### config.mk
export PLATFORM = sky130hd
export DESIGN_NAME = gl_fragment_writer
export DESIGN_NICKNAME = d
export VERILOG_FILES = /design/src/rtl/gl_pkg.sv /design/src/rtl/gl_fb_addr.sv /design/src/rtl/gl_fragment_writer.sv
export SDC_FILE = /design/constraint.sdc
export NUM_CORES = 1
export LEC_CHECK = 0
export ABC_AREA = 1
export BUFFER_PORTS_ARGS = -buffer_cell sky130_fd_sc_hd__buf_2
export CAP_MARGIN = 20
export CORE_AREA = 2 2 104 106
export CTS_BUF_LIST = sky130_fd_sc_hd__clkbuf_8
export DETAILED_ROUTE_END_ITERATION = 12
export DIE_AREA = 0 0 106 108
export HOLD_SLACK_MARGIN = 0.12
export PLACE_DENSITY = 0.88
export SYNTH_ARGS = -nofsm -noshare
export SYNTH_HDL_FRONTEND = slang
export SYNTH_SLANG_ARGS = --single-unit
### constraint.sdc
create_clock -name clk -period 4.8 [get_ports clk]
set_input_delay 0.48 -clock clk [delete_from_list [all_inputs] [get_ports clk]]
set_output_delay 0.48 -clock clk [all_outputs]
set_load 0.02 [all_outputs]
### src/rtl/gl_pkg.sv
// Shared rasterizer back-end types: fragment word layout, colour format, defaults.
package gl_pkg;

  localparam int unsigned RES_W_DEF = 640;
  localparam int unsigned RES_H_DEF = 480;

  localparam int unsigned FRAG_W = 96;
  localparam int unsigned X_W    = 10;
  localparam int unsigned Y_W    = 9;
  localparam int unsigned C_W    = 6;

  localparam int unsigned Y_LSB = 80;
  localparam int unsigned X_LSB = 64;
  localparam int unsigned R_LSB = 50;
  localparam int unsigned G_LSB = 42;
  localparam int unsigned B_LSB = 34;

  typedef struct packed {
    logic [C_W-1:0] r;
    logic [C_W-1:0] g;
    logic [C_W-1:0] b;
  } rgb666_t;

  typedef struct packed {
    logic [X_W-1:0] x;
    logic [Y_W-1:0] y;
    rgb666_t        rgb;
  } fragment_t;

  // Extract coordinate and colour fields from a raw FIFO word.
  function automatic fragment_t unpack_fragment(input logic [FRAG_W-1:0] w);
    fragment_t f;
    logic      unused_w;
    unused_w = ^w;  // remaining fields of the word carry nothing for this consumer
    f.x      = w[X_LSB +: X_W];
    f.y      = w[Y_LSB +: Y_W];
    f.rgb.r  = w[R_LSB +: C_W];
    f.rgb.g  = w[G_LSB +: C_W];
    f.rgb.b  = w[B_LSB +: C_W];
    return f;
  endfunction

endpackage

### src/rtl/gl_fb_addr.sv
// Linear framebuffer address y*RES_W+x with an in-bounds flag (also used by scan-out).
module gl_fb_addr
  import gl_pkg::*;
#(
  parameter int unsigned RES_W     = RES_W_DEF,
  parameter int unsigned RES_H     = RES_H_DEF,
  parameter int unsigned X_BITS    = 10,
  parameter int unsigned Y_BITS    = 9,
  parameter int unsigned ADDR_BITS = 19
) (
  input  logic [X_BITS-1:0]    x,
  input  logic [Y_BITS-1:0]    y,
  output logic [ADDR_BITS-1:0] addr_c,
  output logic                 in_range_c
);

  // Unsigned address arithmetic; legal coordinates never exceed the address width.
  always_comb begin
    addr_c     = ADDR_BITS'(y) * ADDR_BITS'(RES_W) + ADDR_BITS'(x);
    in_range_c = (32'(x) < RES_W) && (32'(y) < RES_H);
  end

endmodule

### src/rtl/gl_fragment_writer.sv
// Fragment FIFO consumer: pops, bounds-checks and writes pixels; full-screen clear.
module gl_fragment_writer
  import gl_pkg::*;
#(
  parameter int unsigned RES_W      = RES_W_DEF,
  parameter int unsigned RES_H      = RES_H_DEF,
  parameter int unsigned X_BITS     = 10,
  parameter int unsigned Y_BITS     = 9,
  parameter int unsigned ADDR_BITS  = 19,
  parameter int unsigned COLOR_BITS = 6
) (
  input  logic                    clk,
  input  logic                    rst_n,
  input  logic                    empty,
  output logic                    rd_en,
  input  logic [FRAG_W-1:0]       rd_data,
  output logic                    fifo_ready,
  input  logic                    clear_req,
  input  logic [3*COLOR_BITS-1:0] clear_color,
  output logic                    clear_done,
  output logic                    fb_we,
  output logic [ADDR_BITS-1:0]    fb_addr,
  output logic [3*COLOR_BITS-1:0] fb_data,
  input  logic                    fb_busy,
  output logic [31:0]             pixel_count,
  output logic [15:0]             drop_count
);

  localparam int unsigned RGB_W    = 3 * COLOR_BITS;
  localparam int unsigned PIXC_W   = 32;
  localparam int unsigned DROPC_W  = 16;
  localparam int unsigned N_PIX    = RES_W * RES_H;
  localparam logic [ADDR_BITS-1:0] LAST_ADDR = ADDR_BITS'(N_PIX - 1);

  typedef enum logic [1:0] {
    S_IDLE,
    S_LATCH,
    S_WRITE,
    S_CLEAR
  } state_e;

  state_e               state_q, state_d;
  logic                 rd_en_q, rd_en_d;
  logic                 fifo_ready_q, fifo_ready_d;
  logic                 clear_done_q, clear_done_d;
  logic                 fb_we_q, fb_we_d;
  logic [ADDR_BITS-1:0] fb_addr_q, fb_addr_d;
  logic [RGB_W-1:0]     fb_data_q, fb_data_d;
  logic [PIXC_W-1:0]    pixel_count_q, pixel_count_d;
  logic [DROPC_W-1:0]   drop_count_q, drop_count_d;

  fragment_t            frag_c;
  logic [ADDR_BITS-1:0] frag_addr_c;
  logic                 frag_ok_c;
  logic                 pop_ok_c;

  // Field extraction of the word presented by the FIFO.
  always_comb frag_c = unpack_fragment(rd_data);

  gl_fb_addr #(
    .RES_W    (RES_W),
    .RES_H    (RES_H),
    .X_BITS   (X_BITS),
    .Y_BITS   (Y_BITS),
    .ADDR_BITS(ADDR_BITS)
  ) u_fb_addr (
    .x         (X_BITS'(frag_c.x)),
    .y         (Y_BITS'(frag_c.y)),
    .addr_c    (frag_addr_c),
    .in_range_c(frag_ok_c)
  );

  // Next-state and registered-output logic; pops ahead on the way back to IDLE to keep 3 cycles/fragment.
  always_comb begin
    state_d       = state_q;
    rd_en_d       = 1'b0;
    clear_done_d  = 1'b0;
    fb_we_d       = fb_we_q;
    fb_addr_d     = fb_addr_q;
    fb_data_d     = fb_data_q;
    pixel_count_d = pixel_count_q;
    drop_count_d  = drop_count_q;
    pop_ok_c      = !empty && !clear_req;

    case (state_q)
      S_IDLE: begin
        if (rd_en_q) begin
          state_d = S_LATCH;
        end else if (clear_req) begin
          state_d   = S_CLEAR;
          fb_we_d   = 1'b1;
          fb_addr_d = '0;
          fb_data_d = clear_color;
        end else if (!empty) begin
          rd_en_d = 1'b1;
        end
      end
      S_LATCH: begin
        if (frag_ok_c) begin
          state_d   = S_WRITE;
          fb_we_d   = 1'b1;
          fb_addr_d = frag_addr_c;
          fb_data_d = RGB_W'(frag_c.rgb);
        end else begin
          state_d = S_IDLE;
          rd_en_d = pop_ok_c;
          if (drop_count_q != '1) drop_count_d = drop_count_q + DROPC_W'(1);
        end
      end
      S_WRITE: begin
        if (!fb_busy) begin
          state_d       = S_IDLE;
          fb_we_d       = 1'b0;
          pixel_count_d = pixel_count_q + PIXC_W'(1);
          rd_en_d       = pop_ok_c;
        end
      end
      S_CLEAR: begin
        if (!fb_busy) begin
          if (fb_addr_q == LAST_ADDR) begin
            state_d      = S_IDLE;
            fb_we_d      = 1'b0;
            clear_done_d = 1'b1;
          end else begin
            fb_addr_d = fb_addr_q + ADDR_BITS'(1);
            fb_data_d = clear_color;
          end
        end
      end
      default: state_d = S_IDLE;
    endcase

    fifo_ready_d = (state_d != S_CLEAR);
  end

  // State and output registers.
  always_ff @(posedge clk or negedge rst_n) begin
    if (!rst_n) begin
      state_q       <= S_IDLE;
      rd_en_q       <= 1'b0;
      fifo_ready_q  <= 1'b0;
      clear_done_q  <= 1'b0;
      fb_we_q       <= 1'b0;
      fb_addr_q     <= '0;
      fb_data_q     <= '0;
      pixel_count_q <= '0;
      drop_count_q  <= '0;
    end else begin
      state_q       <= state_d;
      rd_en_q       <= rd_en_d;
      fifo_ready_q  <= fifo_ready_d;
      clear_done_q  <= clear_done_d;
      fb_we_q       <= fb_we_d;
      fb_addr_q     <= fb_addr_d;
      fb_data_q     <= fb_data_d;
      pixel_count_q <= pixel_count_d;
      drop_count_q  <= drop_count_d;
    end
  end

  assign rd_en       = rd_en_q;
  assign fifo_ready  = fifo_ready_q;
  assign clear_done  = clear_done_q;
  assign fb_we       = fb_we_q;
  assign fb_addr     = fb_addr_q;
  assign fb_data     = fb_data_q;
  assign pixel_count = pixel_count_q;
  assign drop_count  = drop_count_q;

endmodule

Word level (Yosys, flattened, before mapping) --
Cells that the tools add are included.
Operators by class: eq/ne operators 13, mux-type cells 35, magnitude comparators 2, reductions and logical operators 10, bitwise logic cells 2, $mul 1, add/sub/neg operators 4
Operators by type and width (count):
- $mux W19 | 5
- $mux W18 | 5
- $pmux W19 S3 | 1
- $pmux W18 S3 | 1
- $add A32 B1 Y32 const B | 1
- $add A19 B1 Y19 const B | 1
- $add A19 B10 Y19 | 1
- $eq A19 B19 Y1 const B | 1
- $add A16 B1 Y16 const B | 1
- $ne A16 B16 Y1 const B | 1
- $ne A2 B2 Y1 const B | 8
- $mux W1 | 14
- $mul A9 B3 Y12 const B | 1
- $mux W2 | 6
- $reduce_and A6 Y1 | 2
- $lt A10 B10 Y1 const B | 1
- $lt A9 B9 Y1 const B | 1
- $pmux W2 S4 | 1
- $eq A2 B2 Y1 const B | 2
- $pmux W1 S4 | 1
- $pmux W1 S3 | 1
- $reduce_and A3 Y1 | 1
- $reduce_bool A3 Y1 | 1
- $eq A2 B1 Y1 const B | 1
- 5 further kinds | 8
Word-level totals: output and inout bits 89, logic and storage cells 76, bits in registers 91, input bits 119

Depth between registers and ports, before layout --
Gate-level depths: netlist (run 1).
depth after elaboration 5, depth in mapped cells 16, mapped depth without buffers 16

Cells and area by module --
Synthesis (run 1) repeated with hierarchy kept, for this count alone.
Second synthesis, totals: cells, all modules 921, area, all modules 6356.1 um^2
Modules (own cells, without submodules):
- gl_fragment_writer | instances 1, area an instance 5440.2 um^2, sequential area each 2277.2 um^2, cells an instance 779
- gl_fb_addr | instances 1, area an instance 915.9 um^2, sequential area each 0.0 um^2, cells an instance 142

Least setup slack after synthesis (run 1) --
Ideal clock, no wire load.
path kind input to register, start input port rd_data[81], end register fb_addr_q[16] (netlist: fb_addr[16]), cell stages on the path 14, setup slack 2390 ps, arrival time 2293 ps, buffers on the path 0, required time 4683 ps, library setup time 117 ps, cell sequence ha_1 ha_1 fa_1 inv_1 nor2_1 nand3_1 nor2_1 nand2_1 nor2_1 nand2_1 nand3_1 nand2_1 nand2_1 nand2_1
On the way: word-level cells in the longest chain between the ends 4, elaborated cells between the ends (all ways) 8, those cells by class add/sub: 1; mul: 1; order compare: 1; eq/ne: 1; mux: 2; reduce/logical: 2
RTL lines:
- from (decl) | line gl_fragment_writer.sv:16 | input logic [FRAG_W-1:0] rd_data,
- $mul A9 B3 Y12 / $lt A9 B9 Y1 (equally long branches) | line gl_fb_addr.sv:19, gl_fb_addr.sv:20
- $add A19 B10 Y19 / $logic_and A1 B1 Y1 (equally long branches) | line gl_fb_addr.sv:19, gl_fb_addr.sv:20
- $mux W19 / $ne A2 B2 Y1 (equally long branches)
- $pmux W19 S3 / $reduce_and A6 Y1 (equally long branches)
- to (signal assigned) | line gl_fragment_writer.sv:154 | fb_addr_q <= fb_addr_d;
- to (decl) | line gl_fragment_writer.sv:47 | logic [ADDR_BITS-1:0] fb_addr_q, fb_addr_d;
Several ways; a longest one is shown, not always the timed one. The select of a mux whose other input is x is not followed. A chain may end at the register's enable or synchronous reset.

Worst setup path after layout (run 1) --
start register fb_addr_q[0] (netlist: fb_addr[0]), end register fb_addr_q[12] (netlist: fb_addr[12])
On the way: word-level cells in the longest chain between the ends 4, elaborated cells between the ends (all ways) 7, those cells by class add/sub: 1; eq/ne: 2; mux: 3; reduce/logical: 1
RTL lines:
- $add A19 B1 Y19 | line gl_fragment_writer.sv:125 | fb_addr_d = fb_addr_q + ADDR_BITS'(1);
- $mux W19 | line gl_fragment_writer.sv:120 | if (fb_addr_q == LAST_ADDR) begin
- $mux W19 | line gl_fragment_writer.sv:119 | if (!fb_busy) begin
- $pmux W19 S3 | line gl_fragment_writer.sv:85 | case (state_q)
Several ways; a longest one is shown, not always the timed one. The select of a mux whose other input is x is not followed.

==> metrics.cfg, run 1 <==
[outcome]
status = complete, no violations

[routing]
first_pass_iters = 6
detail-route-antenna-nets = 0
detailroute.via_count = 5421
route.detailed.vias_per_inst = 5.228
remaining_drc_errors = 0
totalWireLength_um = 14040
avgRoutedWirePerCell_um = 13.54
drt_iter0_markers = 321

[synth]
synth_fp_nets = 888
synth-async-reset-ratio_pct = 100.0
synthDistinctLibCells = 40
synth_area_per_cell_um2 = 7.640
count_of_state_elements_after_synthesis = 91
yosys_warnings = 0
synth_sequential_area_ratio_pct = 39.90
synth-edff-count = 0
syn_inst = 747
synth.cell_area_um2 = 5707
synth_top_flop_cell = sky130_fd_sc_hd__dfrtp_1

[timing]
fin_setup_tns_ns = 0
max_freq_mhz = 358.3
worstMarginPinSlew_ns = 0.6560
rsz0062_at_grt = no
final_critical_path_setup_slack_ns = 2.009
setup_viol = 0
worst_hold_slack_ns = 0.1379
finalClockSkew_ns = 0.01370
slew_headroom_pct = 56.22
clock_period_minus_final_worst_setup_slack_ns = 2.791
final_cycle_utilization_of_the_critical_path_pct = 58.15
maxSlewViolCount = 0
final-hold-violation-count = 0

[floorplanning]
floorplan.rows = 37
vertical_die_dimension_um = 108
width_of_the_die_um = 106
core-area_um2 = 10230
ios = 208
floorplan.initialDensity_pct = 55.78
floorplan.die_area_um2 = 11450

[worst_setup_path]
critical-path-max-stage-delay_ns = 0.52
crit_top_cell = sky130_fd_sc_hd__nand2_2
crit_path_cell_trace = ha_1 -> nand2_2 -> nor3_4 -> nand2_2 -> nor2_2 -> nand4_1 -> nand3b_2 -> buf_4 -> inv_2 -> nand2_1 -> o21ai_1
slowest_stage = sky130_fd_sc_hd__dfrtp_1
critical_path_buf_inv_count = 2
critPathKind = reg -> reg
arrival_ns = 3.03
timing.critical_path.required_ns = 5.04
cp-end-kind = register
critical_path_peak_fanout = 47
startpoint_type = register
crit_path_leading_delay_family = simple AND/OR/NAND/NOR gates

[power]
p_per_area_nw_per_um2 = 463.3
power.leakage_nw = 3.642
worst_ir_drop_vdd_mv = 0.2167

[grt]
first_global_vias = 5133
grt_start_max_net_pins = 52
number_of_antenna_violations_at_the_first_check_in_global_routing = 1
grt.overflow.total = 0
globalRoute.busiestLayer = met2
wire_length_of_the_first_global_routing_pass_um = 23370
grtUsageMet3_pct = 4.762
global_route.usage.met1_pct = 31.23
track_usage_pct = 25.13
globalRouteMet2Util_pct = 44.88

[clock_network]
clock_tree.htree_level_count = 3
post-cts-setup-buffers = 0
cts-resized-gates = 0
number_of_hold_buffers_added_after_cts = 0
cts_bufs_inserted = 9
clock_latency_ns = 0.36
cts_tree = yes
cts-root-buf = sky130_fd_sc_hd__clkbuf_8
clkSinkCount = 91
clock_pin_slew_reported_for_the_worst_setup_and_hold_paths_after_clock_tree_synthesis_ns = 0.10
cts-root-to-sink-buffers = 2

[worst_hold_path]
hold_path_class = in -> async

[layout]
most_frequent_cells_in_the_layout = sky130_fd_sc_hd__nand2_1 (195), sky130_fd_sc_hd__buf_2 (147), sky130_fd_sc_hd__dfrtp_1 (91)
layout-drive-gt1-share_pct = 22.33
area.growth.synth_to_final_pct = 18.13
layout.nets = 1036
layout.cells.most_common = sky130_fd_sc_hd__nand2_1

[place]
place_hpwl_um = 10780
detailedPlace.worstSlack_ns = 1.963
numPortBuffers = 148
place_congestion = 0.8727

[job]
number_of_maximum_capacitance_violations = 0

[cell type report]
class / count / area (um2)
clock buffer: 9 / 123.9
sequential: 91 / 2277
clock inverter: 7 / 60.06
inverter: 86 / 322.8
tap: 136 / 170.2
antenna: 1 / 2.502
fill: 930 / 3490
multi-input combinational: 556 / 3019
timing repair buffer: 151 / 765.7
[worst reg2reg max path: stages, from the launching register on]
cell and delay, ns:
sky130_fd_sc_hd__dfrtp_1 0.52, sky130_fd_sc_hd__ha_1 0.31, sky130_fd_sc_hd__nand2_2 0.12, sky130_fd_sc_hd__nor3_4 0.23, sky130_fd_sc_hd__nand2_2 0.10, sky130_fd_sc_hd__nor2_2 0.15, sky130_fd_sc_hd__nand4_1 0.16, sky130_fd_sc_hd__nand3b_2 0.11
sky130_fd_sc_hd__buf_4 0.41, sky130_fd_sc_hd__inv_2 0.33, sky130_fd_sc_hd__nand2_1 0.15, sky130_fd_sc_hd__o21ai_1 0.07
[kinds of logic after synthesis]
family	count (synthesis)	share of synthesized area, %
AO/OA/AOI/OAI	80	8.069
XOR/XNOR	46	7.192
buffers and inverters	100	7.235
adder cells (fa/ha/maj)	22	5.087
AND/OR/NAND/NOR	408	32.51
flip-flops	91	39.90
[layer usage]
layer  up-vias  share of wire, %
met3        21               5.3
li1       2719                 -
met5         -                 0
met4         0               1.3
met2       158                51
met1      2523                42
[sequential cells by signal, indices dropped and copies added, names as in the netlist]
name / flops
clear_done: 1
drop_count: 16
fb_addr: 19
fb_data: 18
fb_we: 1
fifo_ready: 1
pixel_count: 32
rd_en: 1
state_q: 2
[report_power, final]
part           total, W  leakage, nW  internal, W  switching [W]
logic           0.00145         2.38     0.000461       0.000987
registers       0.00118         1.17     0.000975       0.000207
clock network  0.000494       0.0897     0.000197       0.000297
[through the flow]
step	util, %	area [um2]	total power (W)	instances
global placement	64.07	6555	0.002602	1020
CTS	65.87	6739	0.003150	1036
detailed placement	64.07	6555	0.002650	1020
floorplan	-	5707	0.002238	747
finish	65.89	6741	0.003124	1037
global route	65.89	6741	0.003387	1037
[cells in the mapped netlist (4+ instances only)]
library cell                 n  area share (%)
sky130_fd_sc_hd__a21oi_1    11            0.96
sky130_fd_sc_hd__buf_6       4            0.79
sky130_fd_sc_hd__clkbuf_1    4            0.26
sky130_fd_sc_hd__dfrtp_1    91              40
sky130_fd_sc_hd__ha_1       20             4.4
sky130_fd_sc_hd__inv_1      79             5.2
sky130_fd_sc_hd__inv_2       5            0.33
sky130_fd_sc_hd__nand2_1   195              13
sky130_fd_sc_hd__nand2_2     9            0.99
sky130_fd_sc_hd__nand3_1    54             4.7
sky130_fd_sc_hd__nand4_1    17             1.9
sky130_fd_sc_hd__nor2_1     90             5.9
sky130_fd_sc_hd__nor2_2      4            0.44
sky130_fd_sc_hd__nor2_4      6             1.2
sky130_fd_sc_hd__nor3_1     21             1.8
sky130_fd_sc_hd__o21ai_0    32             2.8
sky130_fd_sc_hd__o21ai_1    13             1.1
sky130_fd_sc_hd__o31ai_1    18             2.4
sky130_fd_sc_hd__xnor2_1    13             2.0
sky130_fd_sc_hd__xor2_1     32             4.9
[worst paths after layout]
kind                                  from        endpoint  slack (ns)  cells after the start
worst min register to register  fb_data[7]      fb_data[7]        0.48                      2
worst max register to register  fb_addr[0]     fb_addr[12]        2.01                     11
worst max-delay path            fb_addr[0]     fb_addr[12]        2.01                     11
min in group clk                     empty           rd_en        0.27                      2
max in group asynchronous            rst_n      fifo_ready        3.68                      2
worst min-delay path                 rst_n  drop_count[13]        0.14                      1
No activity file was read; power rests on OpenSTA's default activity.
==> run 2, diff against run 1 <==
ABC_AREA = 0   (was 1)
CORE_AREA = 2 2 110 112   (was 2 2 104 106)
DIE_AREA = 0 0 112 114   (was 0 0 106 108)
PLACE_DENSITY = 0.78   (was 0.88)
clock period = 2.25 ns   (was 4.8 ns; I/O delays follow)
==> run 2 against run 1 <==
Net effect:
- the run now ends with negative setup slack left
- sequential share of layout area down 3.5 points
- global-route usage is 0.051 points lower
- synthesized area down 8.5%
- core utilization is 1.6 points lower
- setup slack lost 2.0 ns
- critical path depth shrank 1
- clock skew decreased by 0.0018 ns
- via count decreased by 1.3%
- register-to-register slack lost 2.0 ns
- critical endpoint is now fb_addr[18]
- largest cell class unchanged
- highest routed layer unchanged
==> metrics.cfg, run 2 <==
[timing]
clock_period_minus_final_worst_setup_slack_ns = 2.251
finalClockSkew_ns = 0.01188  ; -0.001816 ns
setup_viol = 1  ; +1
fin_setup_tns_ns = -0.0005989  ; -0.0005989 ns
final-hold-violation-count = 0  ; unchanged
maxSlewViolCount = 0  ; unchanged
worst_hold_slack_ns = 0.1219  ; -0.01595 ns
rsz0062_at_grt = yes
final_critical_path_setup_slack_ns = -0.0005989  ; -2.010 ns
worstMarginPinSlew_ns = 0.5459  ; -0.1100 ns
slew_headroom_pct = 63.61  ; +7.4 points
max_freq_mhz = 444.3
final_cycle_utilization_of_the_critical_path_pct = 100.0

[power]
p_int_w = 0.004310  ; +160%
power.leakage_nw = 3.566  ; -2.1%
power_frac_comb_pct = 50.7  ; +4.3 points
seq_power_share_pct = 32.2  ; -5.6 points
netSwitchingPower_w = 0.003197  ; +110%
clockPowerShare_pct = 17.0  ; +1.2 points
switching_share_pct = 42.59  ; -5.1 points
p_per_area_nw_per_um2 = 996.9  ; +120%
worst_ir_drop_vdd_mv = 0.7251  ; +230%

[floorplanning]
width_of_the_die_um = 112  ; +5.7%
floorplan.initialDensity_pct = 44.60  ; -11 points
floorplan.die_area_um2 = 12770  ; +12%
floorplan.rows = 40  ; +8.1%
ios = 208  ; unchanged
core-area_um2 = 11710  ; +14%
vertical_die_dimension_um = 114  ; +5.6%

[synth]
synth_top_flop_cell = sky130_fd_sc_hd__dfrtp_1
post-synth-top-count-cell = sky130_fd_sc_hd__dfrtp_1
syn_inst = 547  ; -27%
yosys_warnings = 0  ; unchanged
synth-async-reset-ratio_pct = 100.0  ; unchanged
synth_top_area_share_pct = 43.59  ; +3.7 points
yosysTopAreaCell = sky130_fd_sc_hd__dfrtp_1
synth_sequential_area_ratio_pct = 43.59  ; +3.7 points
synth.area.top_cells = sky130_fd_sc_hd__dfrtp_1 (44%), sky130_fd_sc_hd__xnor2_1 (6.9%), sky130_fd_sc_hd__nand2_1 (5.5%), sky130_fd_sc_hd__ha_1 (4.8%), sky130_fd_sc_hd__nor2_1 (3.4%)
synth-edff-count = 0  ; unchanged
count_of_state_elements_after_synthesis = 91  ; unchanged
synth_fp_nets = 688  ; -23%
netlist_top_cells_count = sky130_fd_sc_hd__dfrtp_1 (91), sky130_fd_sc_hd__nand2_1 (76), sky130_fd_sc_hd__nor2_1 (48)
synthDistinctLibCells = 71  ; +78%
synth.cell_area_um2 = 5224  ; -8.5%
synth_area_per_cell_um2 = 9.550  ; +25%

[clock_network]
clock_latency_ns = 0.38  ; +0.02 ns
clock_tree.htree_level_count = 3  ; unchanged
cts-root-buf = sky130_fd_sc_hd__clkbuf_8
clock_pin_slew_reported_for_the_worst_setup_and_hold_paths_after_clock_tree_synthesis_ns = 0.09  ; about the same
cts_bufs_inserted = 9  ; unchanged
cts-root-to-sink-buffers = 2  ; unchanged
clkSinkCount = 91  ; unchanged
cts_tree = yes

[worst_setup_path]
timing.critical_path.required_ns = 2.57  ; -2.47 ns
critical_path_peak_fanout = 3  ; -94%
critPathKind = in -> reg
startpoint_type = input pin
cp-end-kind = register
arrival_ns = 2.57  ; -0.46 ns

[job]
number_of_maximum_capacitance_violations = 0  ; unchanged

[layout]
seqCellArea_um2 = 2280  ; +0.11%
most_frequent_cells_in_the_layout = sky130_fd_sc_hd__buf_2 (145), sky130_fd_sc_hd__dfrtp_1 (89), sky130_fd_sc_hd__nand2_1 (74)
multi_input_area_um2 = 3039  ; +0.66%
largest_reg_flops = 32  ; unchanged
n_fill_cell = 946  ; +1.7%
layout.nets = 940  ; -9.3%
design_area_um2 = 7531  ; +12%
area.growth.synth_to_final_pct = 44.17
layout.cells.most_common = sky130_fd_sc_hd__buf_2
post-route-util_pct = 64.31  ; -1.6 points
layout-drive-gt1-share_pct = 35.95  ; +14 points

[routing]
totalWireLength_um = 16470  ; +17%
route.detailed.vias_per_inst = 5.622  ; +7.5%
detailroute.via_count = 5352  ; -1.3%
avgRoutedWirePerCell_um = 17.30  ; +28%
met1Wirelength_um = 6621  ; +12%
remaining_drc_errors = 0  ; unchanged
drt_iter0_markers = 421  ; +31%
detail-route-antenna-nets = 0  ; unchanged
wl_met2_um = 8212  ; +14%
first_pass_iters = 5  ; -1
met3WireLength_um = 1117  ; +50%
top_metal_used = met4

[grt]
grt_start_max_net_pins = 45  ; -13%
first_global_vias = 5215  ; +1.6%
number_of_antenna_violations_at_the_first_check_in_global_routing = 0  ; -1
wire_length_of_the_first_global_routing_pass_um = 25500  ; +9.1%
grt.overflow.total = 0  ; unchanged
track_usage_pct = 25.08  ; -0.051 points

[place]
placed_area_um2 = 6604  ; +0.74%
place_congestion = 0.8696  ; -0.36%
numPortBuffers = 148  ; unchanged
place_hpwl_um = 11340  ; +5.2%

[worst_hold_path]
hold_path_class = in -> reg

[outcome]
status = finished with violations
violations = negative setup slack

-- run 2: cell count changes in the layout (fill, tap and decap cells not counted), sizes merged, moves of 14 or more --
cell / before / now
xor2: 32 / 15
o21ai: 45 / 17
a31oi: 1 / 22
and3: 0 / 14
nand3: 55 / 30
buf: 151 / 217
nor2: 101 / 49
nand2: 205 / 77
xnor2: 14 / 41
dlygate4sd3: 0 / 42
inv: 87 / 9
o31ai: 18 / 4
-- run 2: what timing repair did --
action / 4_1_cts / 5_1_grt
setup endpoints to repair: 5 / 34
hold endpoints to repair: 50 / 0
hold buffers: 42 / 0
gates cloned: 0 / 2
pin swaps: 7 / 14
setup buffers: 4 / 4
resized for setup: 11 / 31
-- run 2: worst paths after layout --
path                                       from         endpoint  slack (ns)  cells after the start
worst max-delay path                rd_data[81]      fb_addr[18]     -0.0006                     10
min in group asynchronous                 rst_n   pixel_count[6]        0.31                      2
worst min-delay path                rd_data[67]       fb_addr[3]        0.12                      3
max in group asynchronous                 rst_n    drop_count[5]        1.33                      3
worst min register to register  pixel_count[31]  pixel_count[31]        0.49                      1
worst max register to register       fb_addr[1]      fb_addr[17]        0.01                      9
-- run 2: metrics by stage --
| stage | power (W) | cells | setup WS [ns] |
|---|---|---|---|
| after floorplan | 0.004423 | 547 | -0.1516 |
| after global placement | 0.005674 | 883 | -0.3773 |
| after detailed placement | 0.005794 | 883 | -0.5308 |
| after CTS | 0.007200 | 945 | -0.01568 |
| after global routing | 0.007956 | 951 | -0.08948 |
| final | 0.007507 | 952 | -0.0005989 |
-- run 2: cell type report --
class                      count  share of cell area [%]
sequential                    91                   30.27
multi-input combinational    429                   40.36
clock inverter                 6                   1.263
tap                          147                   2.442
clock buffer                  10                   1.828
antenna                        1                 0.03323
inverter                       8                  0.3987
timing repair buffer         260                   23.41
-- run 2: critical path: stages --
cell	delay, ns
sky130_fd_sc_hd__buf_4	0.12
sky130_fd_sc_hd__ha_4	0.22
sky130_fd_sc_hd__ha_4	0.16
sky130_fd_sc_hd__fa_2	0.40
sky130_fd_sc_hd__xnor2_4	0.17
sky130_fd_sc_hd__a2111oi_4	0.34
sky130_fd_sc_hd__o211ai_1	0.21
sky130_fd_sc_hd__nor4bb_2	0.39
sky130_fd_sc_hd__and4_1	0.24
sky130_fd_sc_hd__a211o_1	0.09
-- run 2: power groups by stage --
stage / Sequential, W / Clock, W / Combinational, W
2_1_floorplan: 0.00288 / 0 / 0.00154
3_3_place_gp: 0.00239 / 0 / 0.00329
3_5_place_dp: 0.00242 / 0 / 0.00337
4_1_cts: 0.00239 / 0.00132 / 0.00349
5_1_grt: 0.00247 / 0.00137 / 0.00412
6_report: 0.00242 / 0.00128 / 0.00381
-- run 2: kinds of logic (layout without fill, tap and decap cells) --
kind of cell | Yosys count | in the layout | synth area share, %
AND/OR/NAND/NOR | 245 | 245 | 23.90
other | 0 | 1 | 0
XOR/XNOR | 57 | 57 | 9.820
AO/OA/AOI/OAI | 101 | 101 | 14.01
multiplexers | 4 | 4 | 0.8144
flip-flops | 91 | 91 | 43.59
buffers and inverters | 27 | 284 | 2.299
adder cells (fa/ha/maj) | 22 | 22 | 5.557
-- run 2: per-layer routing --
metal  up-vias  track usage [%]
met5         -                0
met4         0            11.14
met3        48            6.217
met2       218            43.43
met1      2593            29.74
li1       2493                -
